### src/rtl/legv8_fetch_unit.sv
// rtl/legv8_fetch_unit.sv - LEGv8 instruction fetch stage with req/ack memory port and valid/ready output
module legv8_fetch_unit #(
  parameter int                ADDR_W   = 64,
  parameter logic [ADDR_W-1:0] RESET_PC = '0,
  parameter logic [ADDR_W-1:0] PC_INC   = ADDR_W'(4)
) (
  input  logic              clock,
  input  logic              reset,
  output logic              imem_req,
  output logic [ADDR_W-1:0] imem_addr,
  input  logic              imem_ack,
  input  logic [31:0]       imem_rdata,
  output logic [31:0]       instruction,
  output logic              instr_valid,
  input  logic              instr_ready,
  output logic [ADDR_W-1:0] pc,
  input  logic              branch_en,
  input  logic [ADDR_W-1:0] branch_target
);

  typedef enum logic [1:0] {
    IDLE = 2'd0,
    REQ  = 2'd1,
    HOLD = 2'd2
  } state_t;

  // Word alignment mask: instruction addresses never carry byte offset bits.
  localparam logic [ADDR_W-1:0] ALIGN_MASK = ~ADDR_W'(3);

  state_t            state;
  state_t            state_next;
  logic [ADDR_W-1:0] fetch_pc;
  logic [ADDR_W-1:0] fetch_pc_next;
  logic              capture;

  // State and next-fetch address registers; reset aborts any outstanding request.
  always_ff @(posedge clock or posedge reset) begin
    if (reset) begin
      state    <= IDLE;
      fetch_pc <= RESET_PC;
    end else begin
      state    <= state_next;
      fetch_pc <= fetch_pc_next;
    end
  end

  // Next-state, next-fetch-address and decoded outputs from the registered state.
  always_comb begin
    state_next    = state;
    fetch_pc_next = fetch_pc;
    capture       = 1'b0;
    imem_req      = 1'b0;
    instr_valid   = 1'b0;
    imem_addr     = fetch_pc & ALIGN_MASK;
    case (state)
      IDLE: begin
        // Any ack seen here belongs to a request cancelled by reset.
        state_next = REQ;
      end
      REQ: begin
        imem_req = 1'b1;
        if (imem_ack) begin
          capture       = 1'b1;
          fetch_pc_next = fetch_pc + PC_INC;
          state_next    = HOLD;
        end
      end
      HOLD: begin
        instr_valid = 1'b1;
        if (instr_ready) begin
          state_next = REQ;
          // Redirect only once the current word has been consumed.
          if (branch_en) begin
            fetch_pc_next = branch_target & ALIGN_MASK;
          end
        end
      end
      default: begin
        state_next = IDLE;
      end
    endcase
  end

  // Instruction register and its address, loaded on the accepted memory response.
  always_ff @(posedge clock or posedge reset) begin
    if (reset) begin
      instruction <= 32'h0;
      pc          <= RESET_PC;
    end else if (capture) begin
      instruction <= imem_rdata;
      pc          <= fetch_pc;
    end
  end

endmodule

### config.mk
export PLATFORM = sky130hd
export DESIGN_NAME = legv8_fetch_unit
export DESIGN_NICKNAME = d
export VERILOG_FILES = /design/src/rtl/legv8_fetch_unit.sv
export SDC_FILE = /design/constraint.sdc
export NUM_CORES = 1
export LEC_CHECK = 0
export CORE_MARGIN = 5
export CORE_UTILIZATION = 42
export DETAILED_ROUTE_END_ITERATION = 8
export GPL_ROUTABILITY_DRIVEN = 0
export HOLD_SLACK_MARGIN = 0.03
export PLACE_DENSITY = 0.77
export SLEW_MARGIN = 20
export SYNTH_ARGS = -nofsm -noshare
export SYNTH_HDL_FRONTEND = slang
export SYNTH_SLANG_ARGS = --single-unit
### constraint.sdc
create_clock -name clock -period 5.7 [get_ports clock]
set_input_delay 1.425 -clock clock [delete_from_list [all_inputs] [get_ports clock]]
set_output_delay 1.425 -clock clock [all_outputs]
set_load 0.005 [all_outputs]
**Word level (Yosys, flattened, before mapping)**

Cells that the tools add are included.

- Register bits after elaboration: 162
- Memory bits (writable): 0
- Output and inout port bits: 162
- ROM bits: 0
- Latch bits: 0
- Memories: 0

- Add/subtract/negate cells: 1
- Shift operators: 0
- Order comparisons: 0
- Reduce and logical (&&, ||, !) cells: 4
- Mux-type cells: 11
- Bitwise gates (word level): 0
- Divide/modulo/power cells: 0
- Eq/ne operators: 5
- Multiply operators: 0

Operators by type and width:

| operator | number |
|---|---|
| $mux 64 | 3 |
| $pmux 64 s2 | 1 |
| $add 64x3->64 const B | 1 |
| $ne 2x2->1 const B | 3 |
| $pmux 2 s3 | 1 |
| $mux 1 | 4 |
| $mux 2 | 2 |
| $reduce_and 4->1 | 1 |
| $eq 2x1->1 const B | 1 |
| $eq 2x2->1 const B | 1 |
| $logic_not 2->1 | 1 |
| $reduce_and 2->1 | 1 |
| $reduce_bool 2->1 | 1 |

**Logic depth before layout (Yosys ltp)**

Gate-level depths: netlist (run 1).

- Word-level depth: 3
- Depth in mapped cells: 8
- Gate-level depth less buffers: 6

**Least setup slack after synthesis (run 1)**

Ideal clock, no wire load.

- Kind: in2reg
- Start: input port imem_ack
- End: register fetch_pc[29]
- Slack: 2.894 ns
- Arrival: 2.669 ns
- Library setup time: 0.137 ns
- Stages: 7
- Cell sequence: and3b_1 -> clkbuf_1 -> nor2_1 -> clkbuf_1 -> clkbuf_1 -> a21oi_1 -> a2bb2oi_1

- Word-level cells in the longest chain between the ends: 2

RTL lines:

| what | line | source |
|---|---|---|
| start, declared | 11 | `input logic imem_ack,` |
| $ne 2x2->1 (no line) | -- |  |
| $reduce_and 4->1 (no line) | -- |  |
| end signal, assigned | 43 | `fetch_pc <= fetch_pc_next;` |
| end, declared | 32 | `logic [ADDR_W-1:0] fetch_pc;` |

Every way passes these cells.
A chain may end at the register's enable or synchronous reset.

**Worst setup path in the final report (run 1)**

- Start: input port instr_ready
- End: register fetch_pc[57]

- Word-level cells in the longest chain between the ends: 2

RTL lines:

| what | line | source |
|---|---|---|
| start, declared | 15 | `input logic instr_ready,` |
| $ne 2x2->1 (no line) | -- |  |
| $reduce_and 4->1 (no line) | -- |  |

Every way passes these cells.

==> reports/results.tsv, run 1 <==
stage	metric	value	unit
status	outcome	finished, final reports clean	
synth	ys flop type	dfrtp_1	
final_layout	fillers	1677	
clock_network	H-tree depth	4	
sta	number of hold violations in the final report	0	
synth	Post-Synth Simple-Gate Area	0.314	
hold_path	HP Start	instruction[11]	
sta	WHS	472	ps
clock_network	clock tree from TritonCTS	done	
sta	FMAX	0.290	GHz
clock_network	clk root buf	clkbuf_16	
clock_network	Skew-Pair Late Insertion Delay	420	ps
synth	Synth top cells by count	nand2_1 (316), dfrtp_1 (158), clkbuf_1 (49)	
final_layout	Reg area	3950	um^2
floorplanning	core area	18800	um^2
drt	final WL	28100	um
critical_path	Max stage delay on crit path	540	ps
drt	DR pass1 iterations	5	
sta	max-slew violations	0	
floorplanning	Std-Cell Rows	50	
synth	post-synthesis xor/xnor area fraction	0	
clock_network	postcts setup bufs	0	
pwr	VDD IR max	0.254	mV
synth	top cell type's share of synthesized area	0.489	
clock_network	# resized after CTS	0	
synth	Cell Area, Synth	8090	um^2
place	post-DP HPWL	19400	um
final_layout	area of the multi-input gates	3740	um^2
critical_path	CP Cell Sequence	clkdlybuf4s50_1 -> nand4b_1 -> buf_4 -> nand2_2 -> buf_4 -> nand4_1 -> mux2_2 -> nand2_1	
floorplanning	IO Count	263	
synth	count of flip-flops with a built-in enable after synthesis	0	
critical_path	Reg-to-Reg End	fetch_pc[55]	
sta	Final Skew	8.71	ps
critical_path	CP Capture Type	flop	
place	# port buffers	256	
critical_path	Worst Path Required	6050	ps
synth	Yosys reg bits	158	
drt	DRT antenna net count	0	
drt	starting DRC count in detailed routing	712	
drt	# DRC	0	
synth	share of flip-flops with an asynchronous set or reset	1.00	
final_layout	Ant. Diodes	0	
critical_path	Arr. time, crit path	3800	ps
drt	via count	8130	
synth	multiplexer share of the synthesized area	0.00263	
clock_network	Sink Count	158	
clock_network	Reg clk slew, reported paths	60	ps
hold_path	worst min-delay path endpoint	instruction[11]	
critical_path	crit-path max FO	34	
global_routing	Global Route Usage Sum	0.251	
final_layout	layout cells sized above 1	0.0577	
critical_path	Worst R2R Path Depth	6	
clock_network	CTS Buf Count	17	
global_routing	first-pass GRT wire length	44400	um
sta	Slew @ Worst Pin	963	ps
synth	largest family of logic cells by synthesized area	simple AND/OR/NAND/NOR gates	
drt	post-DR vias/cell	5.59	
critical_path	CP Launch Type	primary input	
global_routing	antenna violations before repair	0	
sta	final worst-path cycle share	0.605	
pwr	pwr dens	506	nW/um^2
clock_network	CTS Buffer Depth	2	
sta	setup TNS	0	ps
synth	synthesized area per cell	8.37	um^2
floorplanning	die width	149	um
synth	post-synthesis compound-gate area fraction	0.139	
synth	synth top area cells	dfrtp_1 (49%), nand2_1 (15%), nand3_1 (3.0%)	
synth	Cells after Synth	967	
sta	RSZ-0062 raised after global routing	no	
floorplanning	die height	149	um
global_routing	grt total ovfl	0	
flow_run	maxcap violations	0	
sta	Rel. slew slack	0.358	
floorplanning	Die ar.	22100	um^2
global_routing	vias in the first global route	8062	
global_routing	largest net degree at the start of global routing	94	
final_layout	fin nets	1284	
synth	sequential fraction of the synthesis area	0.489	
hold_path	Hold Path Depth	2	
synth	Netlist cell types	75	
critical_path	R2R Path Start	fetch_pc[4]	
synth	Synthesis Warnings	0	
clock_network	hold buffers post-CTS	0	
pwr	leak pwr	4.88	nW
synth	most common cell in the synthesized netlist	nand2_1	
critical_path	R2R setup slack	2830	ps
sta	setup violators final	0	
hold_path	Min-Delay Path Class	flop to flop	
synth	adder-cell share of the synthesized area	0.00155	
final_layout	Area Overhead vs Synth	40.0	%
critical_path	cell mode on critical path	buf_4	
floorplanning	Initial Util	0.430	
critical_path	critical path type	primary input to flop	
critical_path	CP max stage cell	nand2_2	
drt	DR WL/cell	19.3	um
sta	minimum clock period after layout	3450	ps
synth	biggest area consumer among synthesized cells	dfrtp_1	
==> worst max-delay path by stage <==
stage / depth (start not counted) / startpoint / slack (ps) / endpoint
2_1_floorplan: 1 / reset / 10 / fetch_pc[10]
3_3_place_gp: 8 / branch_en / 1850 / fetch_pc[57]
3_5_place_dp: 8 / branch_en / 1840 / fetch_pc[57]
4_1_cts: 8 / branch_en / 2280 / fetch_pc[57]
5_1_grt: 8 / instr_ready / 2090 / fetch_pc[57]
6_report: 8 / instr_ready / 2250 / fetch_pc[57]
==> layer usage <==
metal	GRT usage	wire, um
met1	0.321	11500
met2	0.404	13000
met5	0	0
met3	0.0924	2940
met4	0.0705	611
==> sequential cells by signal, summed over array words and instances, names as in the netlist <==
register / count
instruction: 32
pc: 62
fetch_pc: 62
state: 2
==> logic make-up (layout without fill, tap and decap cells) <==
family | Yosys count | in the layout
AND/OR/NAND/NOR | 549 | 549
AO/OA/AOI/OAI | 171 | 171
flip-flops | 158 | 158
buffers and inverters | 85 | 310
multiplexers | 2 | 2
adder cells (fa/ha/maj) | 1 | 1
other | 1 | 4
==> cell type report <==
class | instances | area share
Clock buffer | 23 | 0.0440
Clock inverter | 9 | 0.00939
Inverter | 10 | 0.00376
Multi-Input combinational cell | 727 | 0.330
Sequential cell | 158 | 0.349
Tap cell | 260 | 0.0287
Timing Repair Buffer | 268 | 0.235
==> worst max-delay path, delay by kind of cell <==
family	cells	cell delay, ps
multiplexers	1	300
AND/OR/NAND/NOR	4	850
buffers and inverters	3	1220
==> per-stage QoR <==
step                      cells  cell area (um^2)  worst slack, ps  power, mW  utilization
after CTS                  1455             11300             2280       5.76        0.602
after global routing       1455             11300             2090       6.15        0.602
final                      1455             11300             2250       5.73        0.602
after floorplan             970              8100             11.8       3.20            -
after detailed placement   1423             10700             1840       4.59        0.569
after global placement     1423             10700             1850       4.50        0.569
==> layout by cell type, fill, tap and decap left out, types with 4 or more instances in the layout <==
cell type and instances:
o211ai_1 5, and3_1 13, nor4_1 15, a21boi_0 5, clkdlybuf4s50_1 256, a31oi_1 7, dfrtp_1 158, o22a_1 6
nand3_1 48, or4_1 4, clkbuf_8 5, buf_4 11, and4_1 7, a311oi_1 8, a211oi_1 5, a22oi_1 5
nor3_1 29, a21oi_1 45, o21ai_0 34, conb_1 4, nand2_1 315, o22ai_1 12, or3_1 8, nor2_1 47
clkbuf_16 17, nand4_1 30, inv_1 8
==> report_power, final <==
part / total [mW] / internal (mW) / switching, mW
clock network: 1.17 / 0.703 / 0.466
logic: 2.45 / 1.28 / 1.16
registers: 2.11 / 1.59 / 0.521
No activity file was read; power rests on OpenSTA's default activity.
==> inputs of run 2 (changes only) <==
==> constraint.sdc (replaced) <==
create_clock -name clock -period 2.8 [get_ports clock]
set_input_delay 0.7 -clock clock [delete_from_list [all_inputs] [get_ports clock]]
set_output_delay 0.7 -clock clock [all_outputs]
set_load 0.005 [all_outputs]
==> reports/results.tsv, run 2 (synthesis results as in run 1) <==
stage	metric	value	unit
status	outcome	finished, final reports clean	
clock_network	clock tree from TritonCTS	done	
critical_path	critical path type	flop to output pin	
floorplanning	die width	149	um
drt	via count	8278	
hold_path	worst min-delay path endpoint	instruction[21]	
global_routing	first-pass GRT wire length	44900	um
pwr	Clk network pwr share	0.199	
critical_path	crit-path leading delay family	buffers and inverters	
critical_path	Arr. time, crit path	1800	ps
critical_path	Reg-to-Reg End	fetch_pc[51]	
sta	Final Skew	9.02	ps
drt	DRT antenna net count	0	
clock_network	Sink Count	158	
place	pre-CTS WS	316	ps
clock_network	H-tree depth	4	
pwr	sequential power share	0.347	
floorplanning	Die ar.	22100	um^2
sta	Rel. slew slack	0.474	
global_routing	largest net degree at the start of global routing	94	
place	# port buffers	256	
final_layout	Ant. Diodes	0	
sta	number of hold violations in the final report	0	
floorplanning	die height	149	um
sta	final setup margin	297	ps
final_layout	most frequent cells in the layout	nand2_1 (315), clkdlybuf4s50_1 (256), dfrtp_1 (158), nand3_1 (48), nor2_1 (47)	
final_layout	Final Cell Area	11600	um^2
sta	minimum clock period after layout	2500	ps
place	placed cells	1453	
pwr	Int Pwr	7.42	mW
critical_path	Worst Path Required	2100	ps
sta	max-slew violations	0	
final_layout	Area Overhead vs Synth	43.4	%
final_layout	biggest regs	fetch_pc: 62 flops, pc: 62 flops, instruction: 32 flops	
clock_network	CTS Buf Count	17	
final_layout	layout cells sized above 1	0.0816	
clock_network	clk root buf	clkbuf_16	
clock_network	Skew-Pair Late Insertion Delay	430	ps
global_routing	global route hottest layer	met2	
pwr	leak pwr	5.03	nW
final_layout	most common cell after layout, fill and taps aside	nand2_1	
critical_path	R2R setup slack	370	ps
place	post-DP HPWL	20000	um
critical_path	CP Launch Type	flop	
floorplanning	Initial Util	0.430	
floorplanning	IO Count	263	
pwr	pwr dens	1030	nW/um^2
pwr	sw power	4.49	mW
pwr	Tot Pwr	11.9	mW
hold_path	Min-Delay Path Class	flop to flop	
global_routing	met1 usage	0.323	
global_routing	antenna violations before repair	2	
global_routing	vias in the first global route	8216	
drt	post-DR vias/cell	5.57	
final_layout	fin nets	1314	
hold_path	HP Start	instruction[21]	
flow_run	maxcap violations	0	
global_routing	grt total ovfl	0	
drt	# DRC	0	
sta	WHS	472	ps
global_routing	M3 GR Usage	0.0866	
sta	setup violators final	0	
sta	Slew @ Worst Pin	789	ps
critical_path	CP Cell Sequence	nand2b_2 -> inv_2 -> clkdlybuf4s50_1	
pwr	VDD IR max	0.565	mV
critical_path	CP Capture Type	output pin	
drt	starting DRC count in detailed routing	731	
sta	RSZ-0062 raised after global routing	no	
drt	DR pass1 iterations	7	
hold_path	Hold Path Depth	2	
critical_path	R2R Path Start	fetch_pc[41]	
drt	final WL	28400	um
floorplanning	core area	18800	um^2
critical_path	crit-path max FO	7	
critical_path	CP max stage cell	clkdlybuf4s50_1	
global_routing	met2 Usage GRT	0.410	
clock_network	postcts setup bufs	0	
critical_path	Max stage delay on crit path	540	ps
final_layout	fin util	0.616	
final_layout	non-filler cells, final	1485	
sta	final worst-path cycle share	0.894	
clock_network	hold buffers post-CTS	0	
clock_network	# resized after CTS	0	
pwr	Comb pwr share	0.454	
critical_path	Worst R2R Path Depth	5	
clock_network	CTS Buffer Depth	2	
critical_path	Worst Path Buf+Inv	2	
floorplanning	Std-Cell Rows	50	
sta	setup TNS	0	ps
clock_network	Reg clk slew, reported paths	60	ps
pwr	Switching Fraction	0.377	
sta	FMAX	0.400	GHz
place	Area after DPL	11000	um^2
global_routing	Global Route Usage Sum	0.255	
drt	DR WL/cell	19.1	um
## run 2: changes by cell type in the layout (fill, tap and decap cells not counted)
cell,delta
buf_12,+5
buf_4,+25
clkbuf_1,-1
clkbuf_8,-4
clkinv_2,-2
clkinv_4,+1
clkinvlp_4,+2
inv_6,+4
## run 2: layout make-up
cell class	instances	area, um^2
Fill cell	1621	7230
Sequential cell	158	3950
Multi-Input combinational cell	727	3740
Timing Repair Buffer	298	2950
Clock buffer	18	439
Tap cell	260	325
Clock inverter	14	156
Inverter	10	41.3
## run 2: worst register-to-register path, cell delays in order (launching register included)
cell and delay, ps:
dfrtp_1 490, nand3_2 190, nor4_1 600, nand4_1 490
o31a_1 390, nor3_1 190
## run 2: power by group through the flow
| stage | clock network (mW) | registers, mW | logic (mW) |
|---|---|---|---|
| finish | 2.37 | 4.13 | 5.40 |
| global route | 2.50 | 4.31 | 5.95 |
| CTS | 2.41 | 4.13 | 5.45 |
| detailed placement | 0 | 4.16 | 5.42 |
| global placement | 0 | 4.11 | 5.31 |
| floorplan | 0 | 4.06 | 2.46 |
## run 2: worst max-delay path by stage
| stage | from | endpoint | depth (start not counted) |
|---|---|---|---|
| 6_report | state[0] | instr_valid | 3 |
| 5_1_grt | state[0] | instr_valid | 3 |
| 4_1_cts | state[0] | instr_valid | 3 |
| 3_5_place_dp | instr_ready | fetch_pc[60] | 8 |
| 3_3_place_gp | imem_ack | fetch_pc[45] | 5 |
| 2_1_floorplan | reset | fetch_pc[10] | 1 |
## run 2: metal layers
metal,share of wire,up-vias
met2,0.46,386
li1,-,3879
met5,0.0012,-
met1,0.40,3945
met3,0.10,64
met4,0.027,4
